==> src/rtl/ma_request_arbiter_if.sv <==
// Bundles the requester-side, MA-side and result-side signals of the MA request arbiter.
// The slave modport is the arbiter's view; master is the view of the logic driving it.
interface ma_request_arbiter_if;
  logic [511:0] req_data;
  logic [3:0]   req_valid;
  logic [3:0]   req_expect;
  logic [3:0]   req_ready;
  logic [127:0] aso_request_data;
  logic [1:0]   aso_request_channel;
  logic         aso_request_valid;
  logic         aso_request_ready;
  logic [95:0]  asi_result_data;
  logic [1:0]   asi_result_channel;
  logic         asi_result_valid;
  logic         asi_result_ready;
  logic [95:0]  res_data;
  logic [3:0]   res_valid;
  logic         outstanding_err;

  modport slave (
    input  req_data, req_valid, req_expect, aso_request_ready,
           asi_result_data, asi_result_channel, asi_result_valid,
    output req_ready, aso_request_data, aso_request_channel, aso_request_valid,
           asi_result_ready, res_data, res_valid, outstanding_err
  );

  modport master (
    output req_data, req_valid, req_expect, aso_request_ready,
           asi_result_data, asi_result_channel, asi_result_valid,
    input  req_ready, aso_request_data, aso_request_channel, aso_request_valid,
           asi_result_ready, res_data, res_valid, outstanding_err
  );
endinterface

==> src/rtl/ma_request_arbiter.sv <==
// Round-robin arbiter sharing one MA request port among four pipeline stages, with
// per-stage outstanding-result throttling and a registered result demultiplexer.
module ma_request_arbiter #(
  parameter int NUM_REQ         = 4,
  parameter int MAX_OUTSTANDING = 2
) (
  input logic                 clk,
  input logic                 reset,
  ma_request_arbiter_if.slave bus
);

  localparam logic [2:0] MaxCnt = 3'(MAX_OUTSTANDING);

  logic [2:0]         cnt [NUM_REQ];
  logic [1:0]         last;
  logic [1:0]         winner;
  logic               anyElig;
  logic               load;
  logic [NUM_REQ-1:0] elig;
  logic [NUM_REQ-1:0] grant;
  logic [NUM_REQ-1:0] inc;
  logic [NUM_REQ-1:0] dec;
  logic [NUM_REQ-1:0] underflow;

  assign load = !bus.aso_request_valid || bus.aso_request_ready;

  always_comb begin
    // NOTE: every combinationally assigned signal gets a default first, so no latch is inferred.
    elig      = '0;
    inc       = '0;
    dec       = '0;
    underflow = '0;
    winner    = '0;
    anyElig   = 1'b0;
    for (int i = 0; i < NUM_REQ; i++) begin
      elig[i] = bus.req_valid[i] && !(bus.req_expect[i] && cnt[i] == MaxCnt);
    end
    // Scan starts just after the last winner and wraps; k==NUM_REQ revisits last itself.
    for (int k = 1; k <= NUM_REQ; k++) begin
      if (!anyElig && elig[last + 2'(k)]) begin
        winner  = last + 2'(k);
        anyElig = 1'b1;
      end
    end
    grant = (load && anyElig) ? (4'b0001 << winner) : '0;
    for (int i = 0; i < NUM_REQ; i++) begin
      inc[i]       = grant[i] && bus.req_expect[i];
      dec[i]       = bus.asi_result_valid && bus.asi_result_channel == 2'(i);
      underflow[i] = dec[i] && cnt[i] == 3'd0;
    end
  end

  assign bus.req_ready        = grant;
  assign bus.asi_result_ready = 1'b1;

  always_ff @(posedge clk) begin
    // NOTE: sequential state uses non-blocking assignments so every flop sees pre-edge values.
    if (reset) begin
      bus.aso_request_valid   <= 1'b0;
      bus.aso_request_data    <= '0;
      bus.aso_request_channel <= '0;
      last                    <= 2'd3;
    end else if (load) begin
      if (anyElig) begin
        bus.aso_request_valid   <= 1'b1;
        bus.aso_request_data    <= bus.req_data[128*winner +: 128];
        bus.aso_request_channel <= winner;
        last                    <= winner;
      end else begin
        bus.aso_request_valid <= 1'b0;
      end
    end
  end

  // Simultaneous inc and dec cancel; a dec at zero saturates and flags the error.
  always_ff @(posedge clk) begin
    if (reset) begin
      for (int i = 0; i < NUM_REQ; i++) cnt[i] <= '0;
      bus.outstanding_err <= 1'b0;
    end else begin
      for (int i = 0; i < NUM_REQ; i++) begin
        if (inc[i] && !dec[i])                     cnt[i] <= cnt[i] + 3'd1;
        else if (dec[i] && !inc[i] && !underflow[i]) cnt[i] <= cnt[i] - 3'd1;
      end
      if (|underflow) bus.outstanding_err <= 1'b1;
    end
  end

  always_ff @(posedge clk) begin
    if (reset) begin
      bus.res_data  <= '0;
      bus.res_valid <= '0;
    end else begin
      if (bus.asi_result_valid) bus.res_data <= bus.asi_result_data;
      bus.res_valid <= bus.asi_result_valid ? (4'b0001 << bus.asi_result_channel) : 4'b0000;
    end
  end

endmodule

==> src/flat_wrapper.sv <==
// flat-port wrapper written by rule: the top's interface ports become plain ports
module ma_request_arbiter_flat 
#(
  parameter int NUM_REQ         = 4,
  parameter int MAX_OUTSTANDING = 2
)
  (clk, reset, bus_req_data, bus_req_valid, bus_req_expect, bus_aso_request_ready, bus_asi_result_data, bus_asi_result_channel, bus_asi_result_valid, bus_req_ready, bus_aso_request_data, bus_aso_request_channel, bus_aso_request_valid, bus_asi_result_ready, bus_res_data, bus_res_valid, bus_outstanding_err);
  ma_request_arbiter_if bus_i ();
  input logic clk;
  input logic reset;
  input wire logic [$bits(bus_i.req_data)-1:0] bus_req_data;
  input wire logic [$bits(bus_i.req_valid)-1:0] bus_req_valid;
  input wire logic [$bits(bus_i.req_expect)-1:0] bus_req_expect;
  input wire logic [$bits(bus_i.aso_request_ready)-1:0] bus_aso_request_ready;
  input wire logic [$bits(bus_i.asi_result_data)-1:0] bus_asi_result_data;
  input wire logic [$bits(bus_i.asi_result_channel)-1:0] bus_asi_result_channel;
  input wire logic [$bits(bus_i.asi_result_valid)-1:0] bus_asi_result_valid;
  output wire logic [$bits(bus_i.req_ready)-1:0] bus_req_ready;
  output wire logic [$bits(bus_i.aso_request_data)-1:0] bus_aso_request_data;
  output wire logic [$bits(bus_i.aso_request_channel)-1:0] bus_aso_request_channel;
  output wire logic [$bits(bus_i.aso_request_valid)-1:0] bus_aso_request_valid;
  output wire logic [$bits(bus_i.asi_result_ready)-1:0] bus_asi_result_ready;
  output wire logic [$bits(bus_i.res_data)-1:0] bus_res_data;
  output wire logic [$bits(bus_i.res_valid)-1:0] bus_res_valid;
  output wire logic [$bits(bus_i.outstanding_err)-1:0] bus_outstanding_err;
  assign bus_i.req_data = bus_req_data;
  assign bus_i.req_valid = bus_req_valid;
  assign bus_i.req_expect = bus_req_expect;
  assign bus_i.aso_request_ready = bus_aso_request_ready;
  assign bus_i.asi_result_data = bus_asi_result_data;
  assign bus_i.asi_result_channel = bus_asi_result_channel;
  assign bus_i.asi_result_valid = bus_asi_result_valid;
  assign bus_req_ready = bus_i.req_ready;
  assign bus_aso_request_data = bus_i.aso_request_data;
  assign bus_aso_request_channel = bus_i.aso_request_channel;
  assign bus_aso_request_valid = bus_i.aso_request_valid;
  assign bus_asi_result_ready = bus_i.asi_result_ready;
  assign bus_res_data = bus_i.res_data;
  assign bus_res_valid = bus_i.res_valid;
  assign bus_outstanding_err = bus_i.outstanding_err;
  ma_request_arbiter #(.NUM_REQ(NUM_REQ), .MAX_OUTSTANDING(MAX_OUTSTANDING)) u_core (.clk(clk), .reset(reset), .bus(bus_i));
endmodule
==> config.mk <==
export PLATFORM = sky130hd
export DESIGN_NAME = ma_request_arbiter_flat
export DESIGN_NICKNAME = d
export VERILOG_FILES = /design/src/rtl/ma_request_arbiter_if.sv /design/src/rtl/ma_request_arbiter.sv /design/src/flat_wrapper.sv
export SDC_FILE = /design/constraint.sdc
export NUM_CORES = 1
export LEC_CHECK = 0
export ABC_AREA = 1
export CAP_MARGIN = 15
export CORE_AREA = 2 2 338 340
export CTS_CLUSTER_SIZE = 12
export DETAILED_ROUTE_END_ITERATION = 10
export DIE_AREA = 0 0 340 342
export GPL_TIMING_DRIVEN = 1
export PLACE_DENSITY = 0.36
export SYNTH_ARGS = -nofsm -noshare
export SYNTH_HDL_FRONTEND = slang
export SYNTH_SLANG_ARGS = --single-unit
==> constraint.sdc <==
create_clock -name clk -period 6.9 [get_ports clk]
set_input_delay 1.38 -clock clk [delete_from_list [all_inputs] [get_ports clk]]
set_output_delay 1.38 -clock clk [all_outputs]
set_load 0.005 [all_outputs]
==> impl_metrics.yaml, run 1 <==
timing:
  period_minus_slack_ns: 5.30
  drv_slew: 0
  finClkSkew_ns: 0.0338
  slew_headroom: 0.332
  tns_ns: 0
  setup_viol: 0
  finalHoldViolCount: 0
  tightestPinTransition_ns: 1.00
  whs_ns: 0.463
  max_freq_mhz: 189
  period_share: 0.769
  rsz0062_at_grt: "false"
clock_tree:
  cts_setup_buffers: 0
  htreeDepth: 2
  hold_buffers: 0
  cts_sinks: 246
  root_buffer: "clkbuf_16"
  clk_latency_ns: 0.59
  cts-buffers-inserted: 39
  cts_resized: 0
  cts_tree: "built"
  clockBufferDepth: 3
  path_clk_slew_ns: 0.06
yosys:
  yosys_warnings: 0
  seq_area_frac_synth: 0.323
  yosys.area.top_type_share: 0.300
  yosysUniqueCellTypes: 36
  synth_edf_count: 12
  syn_inst: 2605
  syn_nets: 3234
  yosysTopAreaCell: "dfxtp_1"
  avgSynthCellArea_um2: 6.00
  synth_top_cells_by_count: "nand3_1, inv_1, nand2_1"
  ys_ff_latch: 246
  ys.flop_type: "dfxtp_1"
  synth.area.top_cells: "dfxtp_1, nand3_1, inv_1"
  synth.most_common_cell: "nand3_1"
  synthArstFlopShare: 0
  synth_area_um2: 15600
pwr:
  p_total_mw: 11.9
  p_leak_nw: 12.8
  ir_worst_vdd_mv: 0.701
  p_per_area_nw_per_um2: 443
detailed_routing:
  drt_pre_antenna_iters: 5
  drc: 0
  post_drt_wl_per_cell_um: 19.4
  vias: 19000
  drt-initial-drc-count: 1004
  via_per_inst: 3.88
  route.antenna.remaining_nets: 0
  totalWireLength_um: 95200
floorplanning:
  dieArea_um2: 116000
  die_w_um: 340
  core_area_um2: 113000
  dieHeight_um: 342
  io_pins: 859
  rows: 124
  start_util: 0.138
worst_setup_path:
  r2r_end: "u_core.bus.aso_request_data[90]"
  crit_path_end_kind: "output port"
  reg2reg_setup_slack_ns: 2.95
  rr_startpoint: "u_core.cnt[0][9]"
  r2r_cells: 17
  start_kind: "input pin"
  crit_fanout: 4
  arrival_ns: 3.92
  setup.worst_path.class: "in -> out"
  crit_required_ns: 5.52
final_layout:
  instances_no_fill: 4904
  final_area_um2: 26800
  syn_to_final_growth_pct: 71.8
  drive_gt1_frac: 0.0326
  fin_nets: 3981
run:
  drv_cap: 0
placed_design:
  dp.cells: 4823
  hpwl_um: 70600
  gp_congestion: 0.827
  portBuffers: 857
  dpl_cell_area_um2: 25600
grt:
  grt_antenna_before_repair: 37
  grt_pass1_wl_um: 135000
  grt_overflow_total: 0
  grt_util_all_layers: 0.157
  grt_max_degree: 141
  grt_pass1_vias: 18800
hold_path:
  hold_path_end: "u_core.bus.aso_request_channel[1]"
  hold_class: "reg -> reg"
  min_from: "u_core.bus.aso_request_channel[1]"
  min_delay_path_depth: 2
run_status:
  status: "finished, final reports clean"
-- worst max-delay path, stage by stage --
cell and delay, ns:
clkdlybuf4s50_1 0.49, nand2_1 0.09, inv_1 0.04, nand2_1 0.06, nand3_1 0.10, nand3_1 0.10
nand2_1 0.14, nand2_1 0.12, nand2_1 0.15, nor2_2 0.23, nand2_8 0.09, nand2_8 0.06
nand2_2 0.10, nor2_1 0.15, clkdlybuf4s50_1 0.60
-- kinds of logic after synthesis --
group,share of synthesized area
flops,0.323
other cells,0.000240
simple gates,0.443
fa+ha+maj,0.00705
compound gates,0.0384
buf+inv,0.185
xor+xnor,0.00385
-- through the flow --
step	worst slack, ns	utilization
6_report	1.60	0.237
5_1_grt	1.29	0.237
4_1_cts	1.56	0.237
3_5_place_dp	1.56	0.226
3_3_place_gp	1.54	0.226
2_1_floorplan	2.94	-
-- final cells by class --
cell class | instances | area, um2
diodes | 14 | 35.0
clock buffers | 61 | 1190
clock inverters | 6 | 45.0
fillers | 12800 | 86300
inverters | 543 | 2050
multi-input cells | 1635 | 7740
flip-flops and latches | 246 | 5040
well taps | 1512 | 1890
repair buffers | 887 | 8850
-- placed cells by master, fill, tap and decap left out, types with 2 or more instances in the layout --
| cell type | instances |
|---|---|
| nand3b_1 | 128 |
| a21oi_1 | 10 |
| o21ai_0 | 98 |
| inv_1 | 538 |
| dfxtp_1 | 234 |
| clkbuf_1 | 10 |
| nor2_1 | 309 |
| buf_4 | 27 |
| inv_6 | 4 |
| diode_2 | 14 |
| and3_1 | 2 |
| clkdlybuf4s50_1 | 855 |
| fa_1 | 3 |
| clkbuf_16 | 40 |
| nand2_8 | 3 |
| ha_1 | 4 |
| xor2_1 | 2 |
| nor2_4 | 4 |
| nand3_1 | 542 |
| xnor2_1 | 3 |
| inv_2 | 2 |
| clkbuf_8 | 11 |
| nand2_2 | 2 |
| nand2_1 | 498 |
| buf_12 | 4 |
| edfxtp_1 | 12 |
| nor2_2 | 3 |
| nor3_1 | 2 |
| nand4_1 | 8 |
| clkinv_2 | 3 |
| o211ai_1 | 3 |
-- worst max path at each step --
stage	startpoint	end	slack [ns]	cells past startpoint
2_1_floorplan	bus_req_expect[2]	bus_req_ready[3]	2.94	14
3_3_place_gp	bus_req_expect[2]	bus_req_ready[3]	1.54	16
3_5_place_dp	bus_req_expect[1]	bus_req_ready[3]	1.56	15
4_1_cts	bus_req_expect[1]	bus_req_ready[3]	1.56	15
5_1_grt	bus_req_expect[2]	bus_req_ready[3]	1.29	16
6_report	bus_req_expect[1]	bus_req_ready[3]	1.60	15
-- where the power goes --
part / switching (mW) / total (mW) / internal [mW]
clock: 0.811 / 1.99 / 1.18
sequential: 0.205 / 2.03 / 1.83
combinational: 5.12 / 7.88 / 2.76
-- sequential cells by signal, indices dropped and copies added, names as in the netlist --
register / flops
u_core.bus.outstanding_err: 1
u_core.cnt: 12
u_core.bus.res_data: 96
u_core.bus.res_valid: 4
u_core.bus.aso_request_data: 128
u_core.bus.aso_request_valid: 1
u_core.last: 2
u_core.bus.aso_request_channel: 2
-- routing by layer --
layer	vias up	track usage	wire length (um)
li1	9493	-	-
met4	30	0.0407	1770
met1	8735	0.188	40000
met3	113	0.0600	8610
met5	-	0	201
met2	660	0.262	44600
(Power assumes the default switching activity.)
==> run 2: changes to the inputs <==
Settings changed: PLACE_DENSITY 0.36 to 0.37.
Clock period 6.9 ns to 4.26 ns, I/O delays scaled along.
==> impl_metrics.yaml, run 2 (synthesis results as in run 1) <==
detailed_routing:
  post_drt_wl_per_cell_um: 19.1
  totalWireLength_um: 94300
  drt-initial-drc-count: 798
  top_layer: "met5"
  wl_met3_um: 7770
  dr_wl_met2_um: 44200
  via_per_inst: 3.83
  route.antenna.remaining_nets: 0
  drc: 0
  vias: 18900
  m1WireLength_um: 40700
  drt_pre_antenna_iters: 4
worst_setup_path:
  slowest_stage: "clkdlybuf4s50_1"
  crit_chain: "clkdlybuf4s50_1 > nand2_1 > inv_1 > nand2_1 > nand3_1 > nand2_1 > nand2_1 > nand2_1 > nand2_1 > nand2_1 > nor2_2 > nand2_8 > nand2_8 > nand2_2 > nor2_1 > clkdlybuf4s50_1"
  crit_top_cell: "nand2_1"
  start_kind: "input pin"
  crit_fanout: 4
  max_stage_delay_ns: 0.56
  crit_path_end_kind: "output port"
  cp_num_buf_inv: 3
  setup.worst_path.class: "in -> out"
  r2r_cells: 19
  crit_family: "simple AND/OR/NAND/NOR gates"
  worst-path-stages: 16
  crit_required_ns: 3.41
  arrival_ns: 3.18
floorplanning:
  rows: 124
  die_w_um: 340
  dieArea_um2: 116000
  dieHeight_um: 342
  io_pins: 859
  core_area_um2: 113000
  start_util: 0.138
timing:
  setup_viol: 0
  tightestPinTransition_ns: 0.823
  rsz0062_at_grt: "true"
  slew_headroom: 0.451
  finalHoldViolCount: 0
  period_minus_slack_ns: 4.04
  max_freq_mhz: 248
  finClkSkew_ns: 0.0295
  whs_ns: 0.481
  period_share: 0.948
  tns_ns: 0
  drv_slew: 0
grt:
  grt_pass1_vias: 19200
  grt_overflow_total: 0
  grt_antenna_before_repair: 34
  grt_max_degree: 115
  grt_util_all_layers: 0.155
  grt_pass1_wl_um: 134000
placed_design:
  hpwl_um: 69600
  portBuffers: 857
  dp.cells: 4838
  gp_congestion: 0.813
  dpl_cell_area_um2: 25800
clock_tree:
  clockBufferDepth: 3
  htreeDepth: 2
  cts_sinks: 246
  cts_tree: "built"
  root_buffer: "clkbuf_16"
  cts-buffers-inserted: 39
  path_clk_slew_ns: 0.06
  hold_buffers: 0
  clk_latency_ns: 0.61
final_layout:
  final_common_cell: "clkdlybuf4s50_1"
  syn_to_final_growth_pct: 74.3
  largestRegisters: "u_core.bus.aso_request_data: 128 flops, u_core.bus.res_data: 96 flops, u_core.cnt: 12 flops"
  regMostFlops: "u_core.bus.aso_request_data"
  instances_no_fill: 4923
  final_area_um2: 27200
  fin_nets: 3997
  layout_common_cells: "clkdlybuf4s50_1, nand3_1, inv_1"
  drive_gt1_frac: 0.0391
  largest_reg_flops: 128
run:
  drv_cap: 0
hold_path:
  hold_class: "reg -> reg"
  min_delay_path_depth: 2
pwr:
  ir_worst_vdd_mv: 0.571
  p_per_area_nw_per_um2: 732
  p_leak_nw: 13.0
run_status:
  status: "finished, final reports clean"
[run 2: changes by cell type in the layout (fill, tap and decap cells not counted), moves of 2 or more]
cell        change
buf_12          +8
buf_4           +8
bufinv_16       +5
clkbuf_1        -3
clkbuf_8        -3
clkinv_2        +3
clkinv_16       +2
clkinvlp_4      +2
inv_6           -2
[run 2: what timing repair did]
item                       CTS  global route
gates resized for setup      0             1
setup endpoints to repair    0             3
setup buffers                0             1
[run 2: stage by stage]
step | setup WS, ns | utilization | total power [mW]
final | 0.224 | 0.241 | 19.9
after CTS | 0.0859 | 0.240 | 20.5
after detailed placement | 0.110 | 0.228 | 16.8
after floorplan | 1.32 | - | 11.1
after global placement | 0.0492 | 0.228 | 16.8
after global routing | -0.0445 | 0.241 | 21.8
[run 2: per-layer routing]
| metal | vias up | GRT usage |
|---|---|---|
| li1 | 9521 | - |
| met1 | 8597 | 0.190 |
| met2 | 628 | 0.258 |
| met3 | 97 | 0.0543 |
| met4 | 26 | 0.0383 |
| met5 | - | 0 |
[run 2: final timing paths]
check / startpoint / endpoint / slack (ns)
worst max-delay path: bus_req_expect[0] / bus_req_ready[3] / 0.22
worst min-delay path: u_core.bus.aso_request_channel[1] / u_core.bus.aso_request_channel[1] / 0.48
worst min register to register: u_core.bus.aso_request_channel[1] / u_core.bus.aso_request_channel[1] / 0.48
worst max register to register: u_core.cnt[0][9] / u_core.bus.aso_request_data[87] / 0.98
[run 2: report_power, final]
group          internal (mW)  switching (mW)
Sequential              2.96           0.360
Combinational           4.71            8.33
Clock                   2.16            1.40
Total                   9.83            10.1
[run 2: tightest hold or removal path, cell delays in order, from the launching register on]
cell and delay (ns):
dfxtp_1 0.32, nand2_1 0.06, a21oi_1 0.05
[run 2: layout make-up]
type / count / area, um2
multi-input cells: 1635 / 7740
fillers: 12800 / 85900
clock buffers: 54 / 1110
flip-flops and latches: 246 / 5040
well taps: 1512 / 1890
repair buffers: 903 / 9070
inverters: 543 / 2050
diodes: 13 / 32.5
clock inverters: 17 / 285
